<file path="src/rtl/ltssm_event_logger.sv">
// Multi-link LTSSM trace logger: samples each link, turns state changes into timestamped events.
// Events pass through per-link pending slots, a round-robin arbiter and a FWFT FIFO.
// Optional stuck detection is enabled with `define LTSSM_LOG_STUCK_DET_EN.
module ltssm_event_logger #(
   parameter int NUM_LINKS   = 2,
   parameter int LTSSM_W     = 6,
   parameter int TS_W        = 32,
   parameter int FIFO_DEPTH  = 16,
   parameter int STUCK_LIMIT = 1000000,
   parameter logic [LTSSM_W-1:0] L0_CODE = LTSSM_W'(6'h11),
   localparam int LINK_W = (NUM_LINKS > 1) ? $clog2(NUM_LINKS) : 1,
   localparam int PTR_W  = $clog2(FIFO_DEPTH),
   localparam int LVL_W  = PTR_W + 1
) (
   input  logic                           clk_host_1p0g,
   input  logic                           rst_host_1p0g,
   input  logic [NUM_LINKS*LTSSM_W-1:0]   ltssm_state,
   input  logic [NUM_LINKS*3-1:0]         link_speed,
   input  logic [NUM_LINKS*3-1:0]         link_width,
   output logic                           evt_valid,
   input  logic                           evt_ready,
   output logic [LINK_W-1:0]              evt_link,
   output logic [LTSSM_W-1:0]             evt_old_state,
   output logic [LTSSM_W-1:0]             evt_new_state,
   output logic [2:0]                     evt_speed,
   output logic [2:0]                     evt_width,
   output logic [TS_W-1:0]                evt_ts,
   output logic [LVL_W-1:0]               fifo_level,
   output logic [15:0]                    drop_cnt,
   output logic [NUM_LINKS-1:0]           link_stuck
);

   typedef struct packed {
      logic [LINK_W-1:0]  link;
      logic [LTSSM_W-1:0] old_st;
      logic [LTSSM_W-1:0] new_st;
      logic [2:0]         speed;
      logic [2:0]         width;
      logic [TS_W-1:0]    ts;
   } evt_t;

   function automatic logic [LINK_W-1:0] rr_idx(input logic [LINK_W-1:0] base, input int off);
      int j;
      j = int'(base) + off;
      if (j >= NUM_LINKS) j = j - NUM_LINKS;
      return LINK_W'(j);
   endfunction

   logic [TS_W-1:0]              ts_q, ts_d;
   logic [NUM_LINKS*LTSSM_W-1:0] smp_state_q;
   logic [NUM_LINKS*3-1:0]       smp_speed_q, smp_width_q;
   logic [TS_W-1:0]              ts_s_q;
   logic                         smp_vld_q;
   logic                         prime_q, prime_d;
   logic [LTSSM_W-1:0]           prev_q [NUM_LINKS];
   logic [LTSSM_W-1:0]           prev_d [NUM_LINKS];
   logic [NUM_LINKS-1:0]         pend_q, pend_d;
   evt_t                         pend_ent_q [NUM_LINKS];
   evt_t                         pend_ent_d [NUM_LINKS];
   logic [LINK_W-1:0]            rr_q, rr_d;
   logic [15:0]                  drop_q, drop_d;
   logic [NUM_LINKS-1:0]         chg;

   evt_t                         mem_q [FIFO_DEPTH];
   evt_t                         mem_d [FIFO_DEPTH];
   evt_t                         last_q, last_d;
   evt_t                         head;
   logic [PTR_W-1:0]             wr_ptr_q, wr_ptr_d, rd_ptr_q, rd_ptr_d;
   logic [LVL_W-1:0]             cnt_q, cnt_d;
   logic                         fifo_full, push, pop;
   logic                         gnt_vld;
   logic [LINK_W-1:0]            gnt_idx;

   assign ts_d      = ts_q + TS_W'(1);
   assign fifo_full = (cnt_q == LVL_W'(FIFO_DEPTH));
   assign pop       = (cnt_q != '0) && evt_ready;
   assign push      = gnt_vld;

   always_comb begin
      chg = '0;
      for (int i = 0; i < NUM_LINKS; i++) begin
         chg[i] = smp_vld_q && !prime_q &&
                  (smp_state_q[i*LTSSM_W +: LTSSM_W] != prev_q[i]);
      end
   end

   // Fullness is judged on the registered count, so a same-cycle pop never frees a slot.
   always_comb begin
      gnt_vld = 1'b0;
      gnt_idx = '0;
      for (int k = 0; k < NUM_LINKS; k++) begin
         if (!gnt_vld && !fifo_full && pend_q[rr_idx(rr_q, k)]) begin
            gnt_vld = 1'b1;
            gnt_idx = rr_idx(rr_q, k);
         end
      end
      rr_d = gnt_vld ? rr_idx(gnt_idx, 1) : rr_q;
   end

   always_comb begin
      prime_d    = prime_q;
      prev_d     = prev_q;
      pend_d     = pend_q;
      pend_ent_d = pend_ent_q;
      drop_d     = drop_q;
      if (push) pend_d[gnt_idx] = 1'b0;
      if (smp_vld_q && prime_q) begin
         prime_d = 1'b0;
         for (int i = 0; i < NUM_LINKS; i++) prev_d[i] = smp_state_q[i*LTSSM_W +: LTSSM_W];
      end
      for (int i = 0; i < NUM_LINKS; i++) begin
         if (chg[i]) begin
            prev_d[i] = smp_state_q[i*LTSSM_W +: LTSSM_W];
            pend_d[i] = 1'b1;
            pend_ent_d[i].new_st = smp_state_q[i*LTSSM_W +: LTSSM_W];
            pend_ent_d[i].speed  = smp_speed_q[i*3 +: 3];
            pend_ent_d[i].width  = smp_width_q[i*3 +: 3];
            pend_ent_d[i].ts     = ts_s_q;
            if (pend_q[i] && !(push && gnt_idx == LINK_W'(i))) begin
               // Overwrite keeps the original old_state so the merged event spans both changes.
               if (drop_d != 16'hFFFF) drop_d = drop_d + 16'd1;
            end else begin
               pend_ent_d[i].link   = LINK_W'(i);
               pend_ent_d[i].old_st = prev_q[i];
            end
         end
      end
   end

   always_comb begin
      mem_d    = mem_q;
      wr_ptr_d = wr_ptr_q;
      rd_ptr_d = rd_ptr_q;
      cnt_d    = cnt_q;
      last_d   = last_q;
      if (push) begin
         mem_d[wr_ptr_q] = pend_ent_q[gnt_idx];
         wr_ptr_d        = wr_ptr_q + PTR_W'(1);
      end
      if (pop) begin
         last_d   = mem_q[rd_ptr_q];
         rd_ptr_d = rd_ptr_q + PTR_W'(1);
      end
      if (push && !pop)      cnt_d = cnt_q + LVL_W'(1);
      else if (!push && pop) cnt_d = cnt_q - LVL_W'(1);
   end

   // When empty the head shows the last popped entry, so fields hold their value.
   assign head          = (cnt_q != '0) ? mem_q[rd_ptr_q] : last_q;
   assign evt_valid     = (cnt_q != '0);
   assign evt_link      = head.link;
   assign evt_old_state = head.old_st;
   assign evt_new_state = head.new_st;
   assign evt_speed     = head.speed;
   assign evt_width     = head.width;
   assign evt_ts        = head.ts;
   assign fifo_level    = cnt_q;
   assign drop_cnt      = drop_q;

   always_ff @(posedge clk_host_1p0g) begin
      if (rst_host_1p0g) begin
         ts_q        <= '0;
         smp_state_q <= '0;
         smp_speed_q <= '0;
         smp_width_q <= '0;
         ts_s_q      <= '0;
         smp_vld_q   <= 1'b0;
         prime_q     <= 1'b1;
         pend_q      <= '0;
         rr_q        <= '0;
         drop_q      <= '0;
         wr_ptr_q    <= '0;
         rd_ptr_q    <= '0;
         cnt_q       <= '0;
         last_q      <= '0;
         for (int i = 0; i < NUM_LINKS; i++) begin
            prev_q[i]     <= '0;
            pend_ent_q[i] <= '0;
         end
      end else begin
         ts_q        <= ts_d;
         smp_state_q <= ltssm_state;
         smp_speed_q <= link_speed;
         smp_width_q <= link_width;
         ts_s_q      <= ts_q;
         smp_vld_q   <= 1'b1;
         prime_q     <= prime_d;
         pend_q      <= pend_d;
         rr_q        <= rr_d;
         drop_q      <= drop_d;
         wr_ptr_q    <= wr_ptr_d;
         rd_ptr_q    <= rd_ptr_d;
         cnt_q       <= cnt_d;
         last_q      <= last_d;
         prev_q      <= prev_d;
         pend_ent_q  <= pend_ent_d;
      end
   end

   always_ff @(posedge clk_host_1p0g) begin
      mem_q <= mem_d;
   end

`ifdef LTSSM_LOG_STUCK_DET_EN
   localparam int DW_W = $clog2(STUCK_LIMIT + 1);

   // Dwell is a down-counter of cycles remaining; terminal count 0 means the limit was reached.
   logic [DW_W-1:0]      dwell_rem_q [NUM_LINKS];
   logic [DW_W-1:0]      dwell_rem_d [NUM_LINKS];
   logic [NUM_LINKS-1:0] stuck_q, stuck_d;

   always_comb begin
      dwell_rem_d = dwell_rem_q;
      stuck_d     = stuck_q;
      if (smp_vld_q) begin
         for (int i = 0; i < NUM_LINKS; i++) begin
            if (prime_q || chg[i]) dwell_rem_d[i] = DW_W'(STUCK_LIMIT);
            else if (dwell_rem_q[i] != '0) dwell_rem_d[i] = dwell_rem_q[i] - DW_W'(1);
            stuck_d[i] = (dwell_rem_d[i] == '0) &&
                         (smp_state_q[i*LTSSM_W +: LTSSM_W] != L0_CODE);
         end
      end
   end

   always_ff @(posedge clk_host_1p0g) begin
      if (rst_host_1p0g) begin
         stuck_q <= '0;
         for (int i = 0; i < NUM_LINKS; i++) dwell_rem_q[i] <= DW_W'(STUCK_LIMIT);
      end else begin
         stuck_q     <= stuck_d;
         dwell_rem_q <= dwell_rem_d;
      end
   end

   assign link_stuck = stuck_q;
`else
   assign link_stuck = '0;
`endif

endmodule

</file>
<file path="config.mk">
export PLATFORM = sky130hd
export DESIGN_NAME = ltssm_event_logger
export DESIGN_NICKNAME = d
export VERILOG_FILES = /design/src/rtl/ltssm_event_logger.sv
export SDC_FILE = /design/constraint.sdc
export NUM_CORES = 1
export LEC_CHECK = 0
export ABC_AREA = 1
export ABC_CLOCK_PERIOD_IN_PS = 8300
export CAP_MARGIN = 20
export CORE_MARGIN = 1.5
export CORE_UTILIZATION = 55
export CTS_CLUSTER_DIAMETER = 120
export CTS_CLUSTER_SIZE = 28
export DETAILED_ROUTE_END_ITERATION = 7
export GPL_TIMING_DRIVEN = 0
export HOLD_SLACK_MARGIN = 0.12
export PLACE_DENSITY_LB_ADDON = 0.1
export SETUP_SLACK_MARGIN = 0.05
export SYNTH_ARGS = -nofsm -noshare
export SYNTH_HDL_FRONTEND = slang
export SYNTH_SLANG_ARGS = --single-unit
</file>
<file path="constraint.sdc">
create_clock -name clk_host_1p0g -period 8.3 [get_ports clk_host_1p0g]
set_input_delay 0.83 -clock clk_host_1p0g [delete_from_list [all_inputs] [get_ports clk_host_1p0g]]
set_output_delay 0.83 -clock clk_host_1p0g [all_outputs]
set_load 0.05 [all_outputs]
</file>
# Word level (Yosys, flattened, before mapping)

Index checks and enable logic that the tools add are counted.
Widths: inputs -> output; s select.

Flip-flop bits (word level): 1102
Bits of input ports: 27
Output and inout bits: 75
Word-level logic and storage cells: 234

Add/subtract/negate cells: 12
Magnitude comparators: 11
Equality and inequality tests: 5
Mux-type cells: 38
Bitwise operators: 8
Reductions and logical operators: 31

Operator list:

| operator              | number |
|---|---|
| $bwmux 816            | 1 |
| $mux 51               | 7 |
| $bmux 51 s4           | 1 |
| $demux 51 s4          | 1 |
| $mux 16               | 6 |
| $add 16x1->16 const B | 2 |
| $add 32x1->32 const B | 1 |
| $ne 16x16->1 const B  | 2 |
| $logic_and 1x1->1     | 16 |
| $mux 1                | 15 |
| $mux 12               | 1 |
| $mux 6                | 2 |
| $ne 6x6->1            | 2 |
| $ge 5x5->1 const B    | 2 |
| $mux 5                | 2 |
| $not 4->5             | 2 |
| $reduce_bool 2->1     | 5 |
| $add 4x1->4 const B   | 2 |
| $logic_not 1->1       | 7 |
| $ge 2x2->1 const B    | 3 |
| $lt 1x2->1 const B    | 3 |
| $add 5x1->5 const B   | 1 |
| $eq 5x5->1 const B    | 1 |
| $lt 5x1->1 const B    | 1 |
| other kinds (13)      | 19 |

# Longest topological paths before layout

Depth in word-level cells: 20
Gate-level depth with buffers: 20
Depth with buffers taken out: 19

# Worst setup path before layout

Ideal clock, no wire load.

Path kind: reg-to-reg
Start: register cnt_q[0], in the netlist fifo_level[0]
End: register mem_q[0] in the netlist's numbering (enable)
Library setup time: 0.460 ns
Data arrival time: 3.435 ns
Required time: 7.840 ns
Path slack: 4.405 ns
Cell stages (with the launch flop): 7
Buffers on the path: 0
Cells stage by stage: dfxtp_1 -> nor2_2 -> nand3_2 -> nand2_1 -> inv_1 -> nand2_1 -> nor2_1

Cells in the longest elaborated chain, start to end: 8

RTL lines:

| element                        | RTL line | text |
|---|---|---|
| start: declaration             | 69       | `logic [LVL_W-1:0] cnt_q, cnt_d;` |
| start signal: assignment       | 193      | `cnt_q <= cnt_d;` |
| $eq 5x5->1 (*)                 | 75       | `assign fifo_full = (cnt_q == LVL_W'(FIFO_DEPTH));` |
| $logic_not 1->1 (*)            | 92       | `if (!gnt_vld && !fifo_full && pend_q[rr_idx(rr_q, k)]) begin` |
| $logic_and 1x1->1              | 92       |  |
| $mux 1                         | 92       |  |
| $logic_not 1->1                | 92       |  |
| $logic_and 1x1->1 (2 in a row) | 92       |  |
| $mux 1 (*)                     | 92       |  |
| net gnt_vld                    | 71       | `logic gnt_vld;` |
| end signal: assignment         | 201      | `mem_q <= mem_d;` |
| end: declaration               | 64       | `evt_t mem_q [FIFO_DEPTH];` |

Mark *: on every way through the listed nets, which the timed path passes. The rest lies on a longest branch.
A chain may end at the register's enable or synchronous reset.

# Worst setup path in the final report

Start: register rd_ptr_q[0]
End: output evt_new_state[4]

Cells in the longest elaborated chain, start to end: 5

RTL lines:

| element                                    | RTL line | text |
|---|---|---|
| start: declaration                         | 68       | `logic [PTR_W-1:0] wr_ptr_q, wr_ptr_d, rd_ptr_q, rd_ptr_d;` |
| start signal: assignment                   | 192      | `rd_ptr_q <= rd_ptr_d;` |
| $not 4->5 (not written as such)            | 149      | `assign head = (cnt_q != '0) ? mem_q[rd_ptr_q] : last_q;` |
| $bmux 51 s4                                | 149      |  |
| $mux 51 (not written as such) (2 in a row) | 149      |  |
| $mux 51                                    | 149      |  |
| end: declaration                           | 24       | `output logic [LTSSM_W-1:0] evt_new_state,` |

Every way passes these cells. The select of a mux whose other input is x is not followed.

==> impl_metrics.tcl <==
set metrics [dict create \
    status "finished clean" \
    dp_hpwl_um 93800 \
    syn_avg_cell_area_um2 10.9 \
    p_clk_share_pct 19.9 \
    worst_path_dominant_cell_family "buffers and inverters" \
    via_count 32071 \
    nets 4258 \
    worst_ep_required_time_ns 7.47 \
    rows 103 \
    rsz0062_at_grt "no" \
    critPathCaptureType "output port" \
    slowest_delay_ns 0.94 \
    ant_nets 0 \
    synth_cell_types 41 \
    grt_antenna_before_repair 5 \
    timing.slew.headroom_pct 20.9 \
    p_seq_share_pct 45.7 \
    peakVddDrop_uv 192 \
    holdPathStages 2 \
    worstHoldStart "ts_q[1]$_SDFF_PP0_" \
    worstReg2RegStart "fifo_level[1]$_SDFFE_PP0P_" \
    port_buffers 98 \
    cts_max_path_buffers 3 \
    synthFlopType "edfxtp_1" \
    setup_tns_ns 0 \
    critPathArrivalTime_ns 5.98 \
    slew_violations 0 \
    grt_pass1_vias 30139 \
    r2r_cells 15 \
    finalCritPeriodShare_pct 82.1 \
    cp_slowest_cell "clkdlybuf4s50_1" \
    synthArstFlopShare_pct 0 \
    seq_area_frac_synth_pct 68.9 \
    drv_cap 0 \
    cts_setup_buffers 0 \
    cp.depth 12 \
    post-route-drc-count 0 \
    ys.warnings.count 0 \
    cts_buffers 45 \
    synth_most_common_cell "edfxtp_1" \
    crit_path_cell_trace "clkbuf_1 -> inv_1 -> clkbuf_1 -> clkbuf_1 -> clkbuf_1 -> nor2_1 -> o221ai_1 -> nand3_1 -> nand2_1 -> nand2_1 -> o21ai_0 -> clkdlybuf4s50_1" \
    yosysTopAreaCell "edfxtp_1" \
    initial_core_util_pct 55.5 \
    final_util_pct 61.3 \
    synth.area.top_cells "edfxtp_1 56%, dfxtp_1 13%, o21ai_0 7.4%" \
    totalWireLength_um 137000 \
    viasPerCell 6.05 \
    power.internal_mw 8.40 \
    setup_viol 0 \
    dieArea_mm2 0.0814 \
    place_area_mm2 0.0471 \
    syn_area_mm2 0.0439 \
    crit_type "reg -> out" \
    yosys-top-cells-count "816 x edfxtp_1, 711 x nor2_1, 648 x o21ai_0" \
    core_area_mm2 0.0790 \
    die_h_um 285 \
    ys_ff_latch 1102 \
    swShare_pct 38.5 \
    cts_tree "done" \
    critPathLaunchType "register" \
    tightestPinTransition_ns 1.19 \
    hold_buffers 0 \
    cts_resized 0 \
    grt_usage_pct 33.4 \
    power.leakage_nw 16.7 \
    wire_per_inst_um 25.9 \
    htree_levels 2 \
    path_max_fanout 10 \
    globalplace.congestion 0.873 \
    grt_max_degree 30 \
    cts-root-buf "clkbuf_16" \
    clk_latency_ns 0.64 \
    drt-initial-drc-count 3870 \
    cp.buffers_inverters 6 \
    cpMostUsedCell "clkbuf_1" \
    yosysTopAreaCellShare_pct 55.9 \
    cts.sinks 1102 \
    syn_inst 4025 \
    comb_power_share_pct 34.4 \
    clk_pin_slew_ns 0.11 \
    synth_edf_count 816 \
    final_area_mm2 0.0484 \
    grt_pass1_wl_um 198000 \
    hold_viol_final 0 \
    pin_count 102 \
    firstDrtPassIters 6 \
    switching_power_mw 5.26 \
    gr-total-overflow 0 \
    fin_worst_skew_ns 0.0257 \
    powerDensity_mw_per_mm2 282 \
    crit_path_start "rd_ptr_q[0]$_SDFFE_PP0P_" \
    syn_to_final_growth_pct 10.4 \
    drive_above_1_share_pct 3.72 \
    hold_path.class "reg -> reg" \
    period_needed_ns 6.81 \
    chipWidth_um 285 \
    total_power_mw 13.7 \
    fmax_mhz 147 \
]
worst register-to-register path, stage by stage, from the launching register on:
cell,delay (ns)
dfxtp_1,0.40
nor2_2,0.14
nand3_1,0.68
nand2_1,1.10
clkbuf_1,0.77
clkbuf_1,0.83
ha_1,0.34
inv_1,0.11
fa_1,0.41
a21o_1,0.17
a21oi_1,0.16
nor2_1,0.06
nor2_1,0.08
nand2_1,0.07
o21ai_0,0.14
a21oi_1,0.05
cells in the final DEF (no fill, tap or decap), types with 6 or more instances in the layout:
master           synthesis  routed
buf_12                   0      29
inv_1                  248     248
buf_1                   21      21
xor2_1                   9       9
nand3_1                 99      99
edfxtp_1               816     816
nand4_1                 19      19
nor2_4                   5      21
o211ai_1                55      55
o221ai_1               149     149
o22ai_1                 55      55
nand2_2                  6       6
ha_1                    11      11
clkdlybuf4s50_1          0      98
nand2_1                448     448
dfxtp_1                286     286
buf_8                    0       7
nor2_1                 711     695
nor2_2                  10      10
clkbuf_1               232     264
o21ai_0                648     645
o21ai_1                  3       6
inv_2                    8       8
buf_2                    5       8
clkbuf_16                0      45
a21oi_1                132     132
nor3_1                  15      15
layer usage:
metal	global-route usage, %	up-vias	wire, um
met1	44.2	15313	51600
met4	16.0	4	6770
met2	54.9	1904	64900
met3	4.18	324	13800
met5	0	-	24
li1	-	14526	-
stage by stage:
stage / std cells / hold slack (ns) / setup slack (ns)
after floorplan: 4026 / 0.415 / 4.41
after global placement: 5174 / 0.427 / 1.43
after detailed placement: 5217 / 0.432 / 2.47
after CTS: 5295 / 0.448 / 1.70
after global routing: 5300 / 0.480 / 1.48
final: 5301 / 0.450 / 1.49
power groups by stage:
stage | logic (mW) | registers, mW | clock network [mW]
3_3_place_gp | 4.52 | 6.38 | 0
4_1_cts | 4.62 | 6.24 | 2.71
3_5_place_dp | 4.60 | 6.37 | 0
6_report | 4.69 | 6.24 | 2.72
5_1_grt | 4.98 | 6.27 | 2.89
2_1_floorplan | 2.72 | 6.38 | 0
sequential cells by signal, indices dropped and copies added, names as in the netlist:
register	flops
drop_cnt	16
fifo_level	5
last_q	51
mem_q	816
pend_ent_q	101
pend_q	2
prev_q	12
prime_q	1
rd_ptr_q	4
rr_q	1
smp_speed_q	6
smp_state_q	12
smp_vld_q	1
smp_width_q	6
ts_q	32
ts_s_q	32
wr_ptr_q	4
logic make-up after synthesis:
family,after synthesis,synth area share [%]
buffers and inverters,521,4.53
adder cells (fa/ha/maj),12,0.360
AND/OR/NAND/NOR,1318,12.0
flip-flops,1102,68.9
XOR/XNOR,11,0.220
AO/OA/AOI/OAI,1060,14.0
other,1,0.00855
final timing paths:
kind | endpoint | slack (ns)
setup / recovery | evt_new_state[4] | 1.49
setup reg to reg | fifo_level[4]$_SDFFE_PP0P_ | 2.67
hold / removal | ts_s_q[1]$_SDFF_PP0_ | 0.45
hold reg to reg | ts_s_q[1]$_SDFF_PP0_ | 0.45
cell type report:
type,count,area (um2)
inverter,259,972
clock inverter,1,20.0
antenna,1,2.50
timing repair buffer,146,1840
clock buffer,77,1250
multi-input combinational,2403,11800
buffer,262,1010
sequential,1102,30200
fill,6446,30600
tap,1050,1310
Power figures use the tool's default switching activity.
